<file path="src/rtl/hazard_pkg.sv">
// Shared types and default constants for the pipeline hazard controller.
// The sat_inc helper backs the optional HAZARD_PERF_CNT_EN event counters.
package hazard_pkg;

    typedef enum logic [1:0] {
        FWD_RF = 2'b00,
        FWD_W  = 2'b01,
        FWD_M  = 2'b10
    } fwd_sel_t;

    typedef enum logic {
        MC_IDLE = 1'b0,
        MC_BUSY = 1'b1
    } mc_state_t;

    localparam int DEF_NUM_RD_PORTS = 2;
    localparam int DEF_ADDR_W       = 4;
    localparam int DEF_MC_LAT       = 4;

    localparam logic [31:0] CNT_MAX = 32'hFFFF_FFFF;

    function automatic logic [31:0] sat_inc(input logic [31:0] v, input logic en);
        return (en && (v != CNT_MAX)) ? v + 32'd1 : v;
    endfunction

endpackage

</file>
<file path="src/rtl/hazard_ctrl_fwd_sel.sv">
// Forward-source select for one execute-stage read port (M beats W).
// The all-ones address is the PC and always reads the register file path.
module fwd_sel
    import hazard_pkg::*;
#(
    parameter int ADDR_W = DEF_ADDR_W
) (
    input  logic [ADDR_W-1:0] ra,
    input  logic [ADDR_W-1:0] wa_m,
    input  logic [ADDR_W-1:0] wa_w,
    input  logic              reg_write_m,
    input  logic              reg_write_w,
    output fwd_sel_t          sel
);

    always_comb begin
        sel = FWD_RF;
        if (ra != '1) begin
            if (reg_write_m && (ra == wa_m)) begin
                sel = FWD_M;
            end else if (reg_write_w && (ra == wa_w)) begin
                sel = FWD_W;
            end
        end
    end

endmodule

</file>
<file path="src/rtl/hazard_ctrl.sv">
// Pipeline hazard control: forwarding, load-use stall, branch flush, multicycle-op FSM.
// Define HAZARD_PERF_CNT_EN to add the saturating stall/flush event counters.
module hazard_ctrl
    import hazard_pkg::*;
#(
    parameter int NUM_RD_PORTS = DEF_NUM_RD_PORTS,
    parameter int ADDR_W       = DEF_ADDR_W,
    parameter int MC_LAT       = DEF_MC_LAT
) (
    input  logic                           clk,
    input  logic                           reset_n,
    input  logic                           regWriteM,
    input  logic                           regWriteW,
    input  logic [ADDR_W-1:0]              WA3M,
    input  logic [ADDR_W-1:0]              WA3W,
    input  logic [ADDR_W-1:0]              WA3E,
    input  logic [NUM_RD_PORTS*ADDR_W-1:0] RAE,
    input  logic [NUM_RD_PORTS*ADDR_W-1:0] RAD,
    input  logic                           memtoRegE,
    input  logic                           branchTakenE,
    input  logic                           mc_startE,
    output logic [NUM_RD_PORTS*2-1:0]      forwardE,
    output logic                           stallF,
    output logic                           stallD,
    output logic                           stallE,
    output logic                           flushD,
    output logic                           flushE,
    output logic                           flushM,
    output logic                           mc_busy,
`ifdef HAZARD_PERF_CNT_EN
    input  logic                           cnt_clr,
    output logic [31:0]                    stall_cnt,
    output logic [31:0]                    flush_cnt,
`endif
    output logic                           mc_done
);

    localparam int CNT_W = $clog2(MC_LAT);
    localparam logic [CNT_W-1:0] LAST_CNT = CNT_W'(MC_LAT - 1);

    fwd_sel_t sel [NUM_RD_PORTS];

    for (genvar i = 0; i < NUM_RD_PORTS; i++) begin : g_port
        fwd_sel #(.ADDR_W(ADDR_W)) u_fwd_sel (
            .ra          (RAE[i*ADDR_W +: ADDR_W]),
            .wa_m        (WA3M),
            .wa_w        (WA3W),
            .reg_write_m (regWriteM),
            .reg_write_w (regWriteW),
            .sel         (sel[i])
        );
        assign forwardE[2*i +: 2] = sel[i];
    end

    logic ldstall;

    always_comb begin
        ldstall = 1'b0;
        for (int i = 0; i < NUM_RD_PORTS; i++) begin
            if (RAD[i*ADDR_W +: ADDR_W] == WA3E) ldstall = 1'b1;
        end
        ldstall = ldstall & memtoRegE;
    end

    mc_state_t        state_q, state_d;
    logic [CNT_W-1:0] cnt_q, cnt_d;
    logic             last_cyc, can_start, mc_accept, mcstall;

    // cnt_q numbers the BUSY cycles 1..MC_LAT-1; the final one may also accept a new op.
    assign last_cyc  = (state_q == MC_BUSY) && (cnt_q == LAST_CNT);
    assign can_start = (state_q == MC_IDLE) || last_cyc;
    assign mc_accept = reset_n && mc_startE && can_start;
    assign mcstall   = reset_n && (((state_q == MC_BUSY) && !last_cyc) || mc_accept);

    always_comb begin
        state_d = state_q;
        cnt_d   = cnt_q;
        if (mc_accept) begin
            state_d = MC_BUSY;
            cnt_d   = CNT_W'(1);
        end else if (last_cyc) begin
            state_d = MC_IDLE;
            cnt_d   = '0;
        end else if (state_q == MC_BUSY) begin
            cnt_d   = cnt_q + CNT_W'(1);
        end
    end

    always_ff @(posedge clk) begin
        if (!reset_n) begin
            state_q <= MC_IDLE;
            cnt_q   <= '0;
        end else begin
            state_q <= state_d;
            cnt_q   <= cnt_d;
        end
    end

    assign mc_busy = reset_n && (state_q == MC_BUSY);
    assign mc_done = reset_n && last_cyc;

    assign stallF = ldstall | mcstall;
    assign stallD = ldstall | mcstall;
    assign stallE = mcstall;
    assign flushD = branchTakenE;
    assign flushE = (ldstall | branchTakenE) & ~mcstall;
    assign flushM = mcstall;

`ifdef HAZARD_PERF_CNT_EN
    logic [31:0] stall_cnt_q, stall_cnt_d;
    logic [31:0] flush_cnt_q, flush_cnt_d;

    always_comb begin
        stall_cnt_d = sat_inc(stall_cnt_q, stallF);
        flush_cnt_d = sat_inc(flush_cnt_q, flushD | flushE);
        if (cnt_clr) begin
            stall_cnt_d = '0;
            flush_cnt_d = '0;
        end
    end

    always_ff @(posedge clk) begin
        if (!reset_n) begin
            stall_cnt_q <= '0;
            flush_cnt_q <= '0;
        end else begin
            stall_cnt_q <= stall_cnt_d;
            flush_cnt_q <= flush_cnt_d;
        end
    end

    assign stall_cnt = stall_cnt_q;
    assign flush_cnt = flush_cnt_q;
`endif

endmodule

</file>
<file path="config.mk">
export PLATFORM = sky130hd
export DESIGN_NAME = hazard_ctrl
export DESIGN_NICKNAME = d
export VERILOG_FILES = /design/src/rtl/hazard_pkg.sv /design/src/rtl/hazard_ctrl_fwd_sel.sv /design/src/rtl/hazard_ctrl.sv
export SDC_FILE = /design/constraint.sdc
export NUM_CORES = 1
export LEC_CHECK = 0
export ABC_AREA = 0
export BUFFER_PORTS_ARGS = -buffer_cell sky130_fd_sc_hd__buf_2
export CAP_MARGIN = 40
export CORE_MARGIN = 3
export CORE_UTILIZATION = 36
export CTS_BUF_LIST = sky130_fd_sc_hd__clkbuf_4 sky130_fd_sc_hd__clkbuf_8 sky130_fd_sc_hd__clkbuf_16
export CTS_CLUSTER_DIAMETER = 30
export DETAILED_ROUTE_END_ITERATION = 10
export PLACE_DENSITY = 0.78
export SETUP_SLACK_MARGIN = 0.3
export SLEW_MARGIN = 20
export SYNTH_ARGS = -nofsm -noshare
export SYNTH_HDL_FRONTEND = slang
export SYNTH_SLANG_ARGS = --single-unit
</file>
<file path="constraint.sdc">
create_clock -name clk -period 1.5 [get_ports clk]
set_input_delay 0.075 -clock clk [delete_from_list [all_inputs] [get_ports clk]]
set_output_delay 0.075 -clock clk [all_outputs]
set_load 0.01 [all_outputs]
</file>
==> results of run 1 <==
placed cells by master (no fill, tap or decap), drive strengths merged, types with 3 or more instances in the layout:
master,n
nand3,5
clkbuf,4
buf,53
xor2,11
xnor2,8
nor4,4
and2,4
nand2,4
inv,6
o21a,4
dfxtp,3
per-stage QoR:
stage | area, um2 | hold WS (ns) | power (mW) | utilization (%)
2_1_floorplan | 542 | 0.197 | 0.203 | -
3_3_place_gp | 763 | 0.350 | 0.282 | 62.8
3_5_place_dp | 763 | 0.355 | 0.291 | 62.8
4_1_cts | 828 | 0.114 | 0.472 | 68.1
5_1_grt | 878 | 0.115 | 0.523 | 72.2
6_report | 878 | 0.105 | 0.483 | 72.2
power by group through the flow:
stage	registers (mW)	clock network (mW)	logic [mW]
2_1_floorplan	0.0942	0	0.109
3_3_place_gp	0.0951	0	0.187
3_5_place_dp	0.0958	0	0.196
4_1_cts	0.0943	0.165	0.212
5_1_grt	0.0955	0.175	0.252
6_report	0.0947	0.157	0.231
sequential cells by signal, indices dropped and copies added, names as in the netlist:
register / cells
state_q: 1
cnt_q: 2
worst max-delay path: stages, from the launching register on:
cell	delay, ns
dfxtp_2	0.35
ha_4	0.14
inv_2	0.03
a21o_1	0.15
and2_4	0.15
nand2b_4	0.14
buf_6	0.13
final cells by class:
class,instances,share of cell area [%]
multi-input cells,57,50.6
repair buffers,53,34.3
flip-flops and latches,3,7.12
clock buffers,4,3.42
inverters,6,2.56
well taps,14,1.99
kinds of logic (layout without fill, tap and decap cells):
| kind of cell | after synthesis | count (layout) | synth area share (%) |
|---|---|---|---|
| buffers and inverters | 9 | 63 | 8.78 |
| AND/OR/NAND/NOR | 25 | 25 | 28.3 |
| flip-flops | 3 | 3 | 11.7 |
| adder cells (fa/ha/maj) | 1 | 1 | 2.44 |
| AO/OA/AOI/OAI | 12 | 12 | 16.3 |
| XOR/XNOR | 19 | 19 | 32.4 |
metal layers:
layer,share of wire (%),vias to the layer above,track usage (%)
li1,-,349,-
met1,37,286,19.5
met2,55,26,34.3
met3,7.2,2,2.49
met4,0.59,0,5.42
met5,0,-,0
timing repair:
item | CTS | global route
gates resized for setup | 3 | 6
pin swaps | 2 | 1
setup endpoints to repair | 5 | 8
setup buffers | 3 | 4
hold buffers | 0 | 0
worst paths after layout:
path	start	to
worst max-delay path	cnt_q[1]$_SDFFE_PP0P_	stallD
worst min-delay path	mc_startE	cnt_q[0]$_SDFFE_PN0P_
worst max register to register	cnt_q[1]$_SDFFE_PP0P_	cnt_q[0]$_SDFFE_PN0P_
worst min register to register	state_q$_SDFFE_PN0P_	cnt_q[0]$_SDFFE_PN0P_
==> reports/results.txt, run 1 <==
status -> complete, no violations
slew margin rel. -> 75.9%
syn_area_per_cell -> 7.43 um2
Syn Inst Count -> 69
count of different cell masters after synthesis -> 26
Setup-failing EPs final -> 0
GP Congestion -> 0.835
Synth Flop Type -> dfxtp_1
Reg2Reg Depth -> 7
Syn Std Cell Area -> 513 um2
GR Util All Layers -> 17.8%
# Max-Cap Violations -> 0
Post-Route Setup TNS -> 0 ns
P_sw -> 0.153 mW
DR iter-0 viols -> 13
area of the multi-input gates -> 444 um2
asr flop ratio synth -> 0%
Period minus WS final -> 1.41 ns
FP Rows -> 12
worst setup margin -> 0.0947 ns
Fillers -> 102
RSZ-0062 raised after global routing -> yes
Synth Register Bits -> 3
TritonRoute pass-1 iters -> 4
Worst Setup End Kind -> primary output
f_max -> 712 MHz
DP Cell Count -> 126
peak fanout along the critical path -> 4
ANT cells -> 0
Die Y -> 43.8 um
Flop pwr share -> 19.6%
Cell Count, Final, Fillers Out -> 137
worst endpoint data arrival time -> 1.33 ns
fin nets -> 160
leading cell types by count after synthesis -> xor2_1, xnor2_1, inv_1, nand3_1
CTS tree -> built
Final Hold Viols -> 0
layout cells sized above 1 -> 55.3%
final WL -> 1.69 mm
hold-critical path depth -> 3
sequential fraction of the synthesis area -> 11.7%
Max rail drop VDD -> 0.484 mV
clk buf depth -> 2
Root Driver -> clkbuf_4
Leak -> 0.453 nW
post-synth top area cell -> xor2_1
top cells by area, synth -> xor2_1, xnor2_1, dfxtp_1
critical path class -> reg -> out
routed len/inst -> 12.3 um
setup slack, reg-to-reg -> 0.28 ns
HP Class -> in -> reg
CTS H-tree lvls -> 1
Worst Path Required -> 1.42 ns
Via density -> 4.84
Clock Skews -> 0.00539 ns
Port Buffer Count -> 46
Sw Ratio -> 31.7%
# IOs -> 47
top-count cell post-synth -> xor2_1
vias post-DR -> 663
die width -> 43.8 um
Gate power share -> 47.8%
DRC viols -> 0
initial antenna violation count -> 0
number of global-route vias before repair -> 632
Detail Route Antenna Nets -> 0
Num CTS Buffers -> 3
Pint -> 0.330 mW
clk_lat worst skew -> 0.23 ns
Storage cell area -> 62.6 um2
P&R area growth vs syn -> 71.2%
pwr dens -> 549 mW/mm2
Synth top area share -> 18.8%
yosys warns -> 0
Period Utilization, post-route -> 93.7%
Post-synth EDFFs -> 0
Die ar. -> 0.00191 mm2
Detail Placement HPWL -> 1.35 mm
first-pass GRT wire length -> 2.64 mm
clock transition at the registers of the reported paths -> 0.04 ns
clock share of power -> 32.6%
core footprint -> 0.00122 mm2
CTS sink count -> 3
largest net degree at the start of global routing -> 7
crit start category -> register
Place WS -> 0.262 ns
gr ovfl total -> 0
Final Max Slew Viols -> 0
post-synth net total -> 105
Initial Util -> 42.2%
slew of the pin with the lowest slew margin -> 0.358 ns
(Power assumes the default switching activity.)
==> run 2, diff against run 1 <==
Clock period 1.5 ns to 1.4 ns, I/O delays scaled along.
==> run 2 against run 1 <==
Clock-buffer cell count unchanged. Clock skew rose by 0.00072 ns. Via count down 0.45%. Combinational power about the same. Register-to-register slack gained 0.09 ns. Cell count fell by 2.9%. Global-route usage shrank 2.0 points. Hold slack better by 0.0073 ns. Largest cell class unchanged. Clock power up 12%. Highest routed layer unchanged. Core utilization decreased by 0.82 points.
==> reports/results.txt, run 2 (synthesized netlist as in run 1, its figures left out) <==
Leak -> 0.438 nW
Die Y -> 43.8 um
Period Utilization, post-route -> 99.6%
# Max-Cap Violations -> 0
pwr dens -> 584 mW/mm2
HP Class -> in -> reg
gr ovfl total -> 0
GR Util All Layers -> 15.8%
slew margin rel. -> 77.9%
Final Hold Viols -> 0
Detail Placement HPWL -> 1.27 mm
Period minus WS final -> 1.39 ns
CTS sink count -> 3
P&R area growth vs syn -> 69.3%
utilization after layout -> 71.4%
crit start category -> register
final WL -> 1.51 mm
Initial Util -> 42.2%
Die ar. -> 0.00191 mm2
ANT cells -> 0
status -> complete, no violations
vias post-DR -> 660
initial antenna violation count -> 0
post-route cell area -> 868 um2
crit-path max cell delay -> 0.34 ns
CTS tree -> built
setup slack, reg-to-reg -> 0.37 ns
Storage cell area -> 62.6 um2
Top Registers -> cnt_q (2), state_q (1)
critical path class -> reg -> out
Clock Skews -> 0.00611 ns
layout cells sized above 1 -> 55.5%
Reg2Reg Depth -> 5
Setup-failing EPs final -> 0
clock transition at the registers of the reported paths -> 0.04 ns
largest net degree at the start of global routing -> 7
reg-to-reg startpoint -> cnt_q[1]$_SDFFE_PP0P_
Via density -> 4.96
DP Cell Count -> 126
first-pass GRT wire length -> 2.34 mm
worst endpoint data arrival time -> 1.32 ns
Final Max Slew Viols -> 0
die width -> 43.8 um
Fillers -> 108
DP Area -> 763 um2
core footprint -> 0.00122 mm2
max reg flops -> 2
Detail Route Antenna Nets -> 0
slowest cell on the critical path -> dfxtp_2
clk buf depth -> 2
slew of the pin with the lowest slew margin -> 0.329 ns
# IOs -> 47
DR iter-0 viols -> 6
clk_lat worst skew -> 0.24 ns
Post-Route Setup TNS -> 0 ns
peak fanout along the critical path -> 4
fin nets -> 156
Port Buffer Count -> 46
GP Congestion -> 0.859
crit-path cells -> ha_4 -> inv_2 -> a21o_1 -> and2_4 -> nand2b_4 -> buf_6
DRC viols -> 0
FP Rows -> 12
Worst Setup End Kind -> primary output
Max rail drop VDD -> 0.577 mV
Num CTS Buffers -> 3
Worst Path Required -> 1.33 ns
CTS H-tree lvls -> 1
crit path from -> cnt_q[1]$_SDFFE_PP0P_
number of global-route vias before repair -> 607
area of the multi-input gates -> 460 um2
CP endpoint -> stallD
TritonRoute pass-1 iters -> 4
commonest non-fill, non-tap cell in the layout -> buf_2
Cell Count, Final, Fillers Out -> 133
Root Driver -> clkbuf_4
most flop-heavy register -> cnt_q
f_max -> 717 MHz
routed len/inst -> 11.3 um
most frequent cells in the layout -> buf_2, xor2_1, xnor2_1
Hold WS -> 0.113 ns
Reg-to-Reg End -> cnt_q[1]$_SDFFE_PP0P_
RSZ-0062 raised after global routing -> yes
## run 2: cell count changes in the layout (fill, tap and decap cells not counted)
cell | previous run | this run
buf_4 | 7 | 2
a21boi_0 | 0 | 1
a21boi_1 | 1 | 0
and3_1 | 1 | 0
and3_4 | 0 | 1
buf_6 | 3 | 4
o21ai_0 | 0 | 1
o21ai_2 | 1 | 0
o32ai_1 | 1 | 0
o32ai_2 | 0 | 1
xnor2_1 | 8 | 7
xnor2_2 | 0 | 1
## run 2: through the flow
| step | total power, mW | worst slack [ns] |
|---|---|---|
| final | 0.507 | 0.00610 |
| after detailed placement | 0.309 | 0.242 |
| after global placement | 0.303 | 0.248 |
| after CTS | 0.506 | 0.00771 |
| after floorplan | 0.218 | 0.254 |
| after global routing | 0.554 | -0.0472 |
## run 2: timing repair
item                                   in CTS  in global routing
resized for setup                           2                  7
pin swaps                                   1                  3
setup endpoints to repair                   6                 10
endpoints found under the hold margin       0                  0
hold buffers                                0                  0
setup buffers                               2                  1
## run 2: how the worst min path moves through the flow
stage,startpoint,to,slack (ns),depth (start not counted)
after floorplan,reset_n,cnt_q[1]$_SDFFE_PP0P_,0.19,1
after detailed placement,branchTakenE,flushD,0.34,2
after global routing,reset_n,cnt_q[1]$_SDFFE_PP0P_,0.11,2
after global placement,branchTakenE,flushD,0.34,2
after CTS,reset_n,cnt_q[1]$_SDFFE_PP0P_,0.09,2
final,reset_n,cnt_q[1]$_SDFFE_PP0P_,0.11,2
## run 2: layer usage
layer  track usage (%)  vias to the layer above  wire length (um)  share of wire, %
met4              9.04                        0                22               1.5
li1                  -                      337                 -                 -
met3             0.830                        2               125               8.3
met2              31.4                       25               858                57
met1              15.6                      296               503                33
met5                 0                        -                 0                 0
## run 2: final cells by class
class	instances	area share [%]
sequential	3	7.20
tap	14	2.02
multi-input combinational	57	53.0
inverter	6	2.59
timing repair buffer	49	31.7
clock buffer	4	3.46
## run 2: worst max-delay path: cells and delay by family (launching register included)
| kind | cells | cell delay [ns] |
|---|---|---|
| compound gates | 1 | 0.16 |
| simple gates | 2 | 0.29 |
| fa+ha+maj | 1 | 0.14 |
| flops | 1 | 0.34 |
| buf+inv | 2 | 0.16 |
## run 2: report_power, final
part | leakage, nW | total, mW | internal, mW | switching, mW
clock network | 0.0184 | 0.176 | 0.126 | 0.0492
logic | 0.394 | 0.231 | 0.125 | 0.106
registers | 0.0255 | 0.101 | 0.0935 | 0.00744
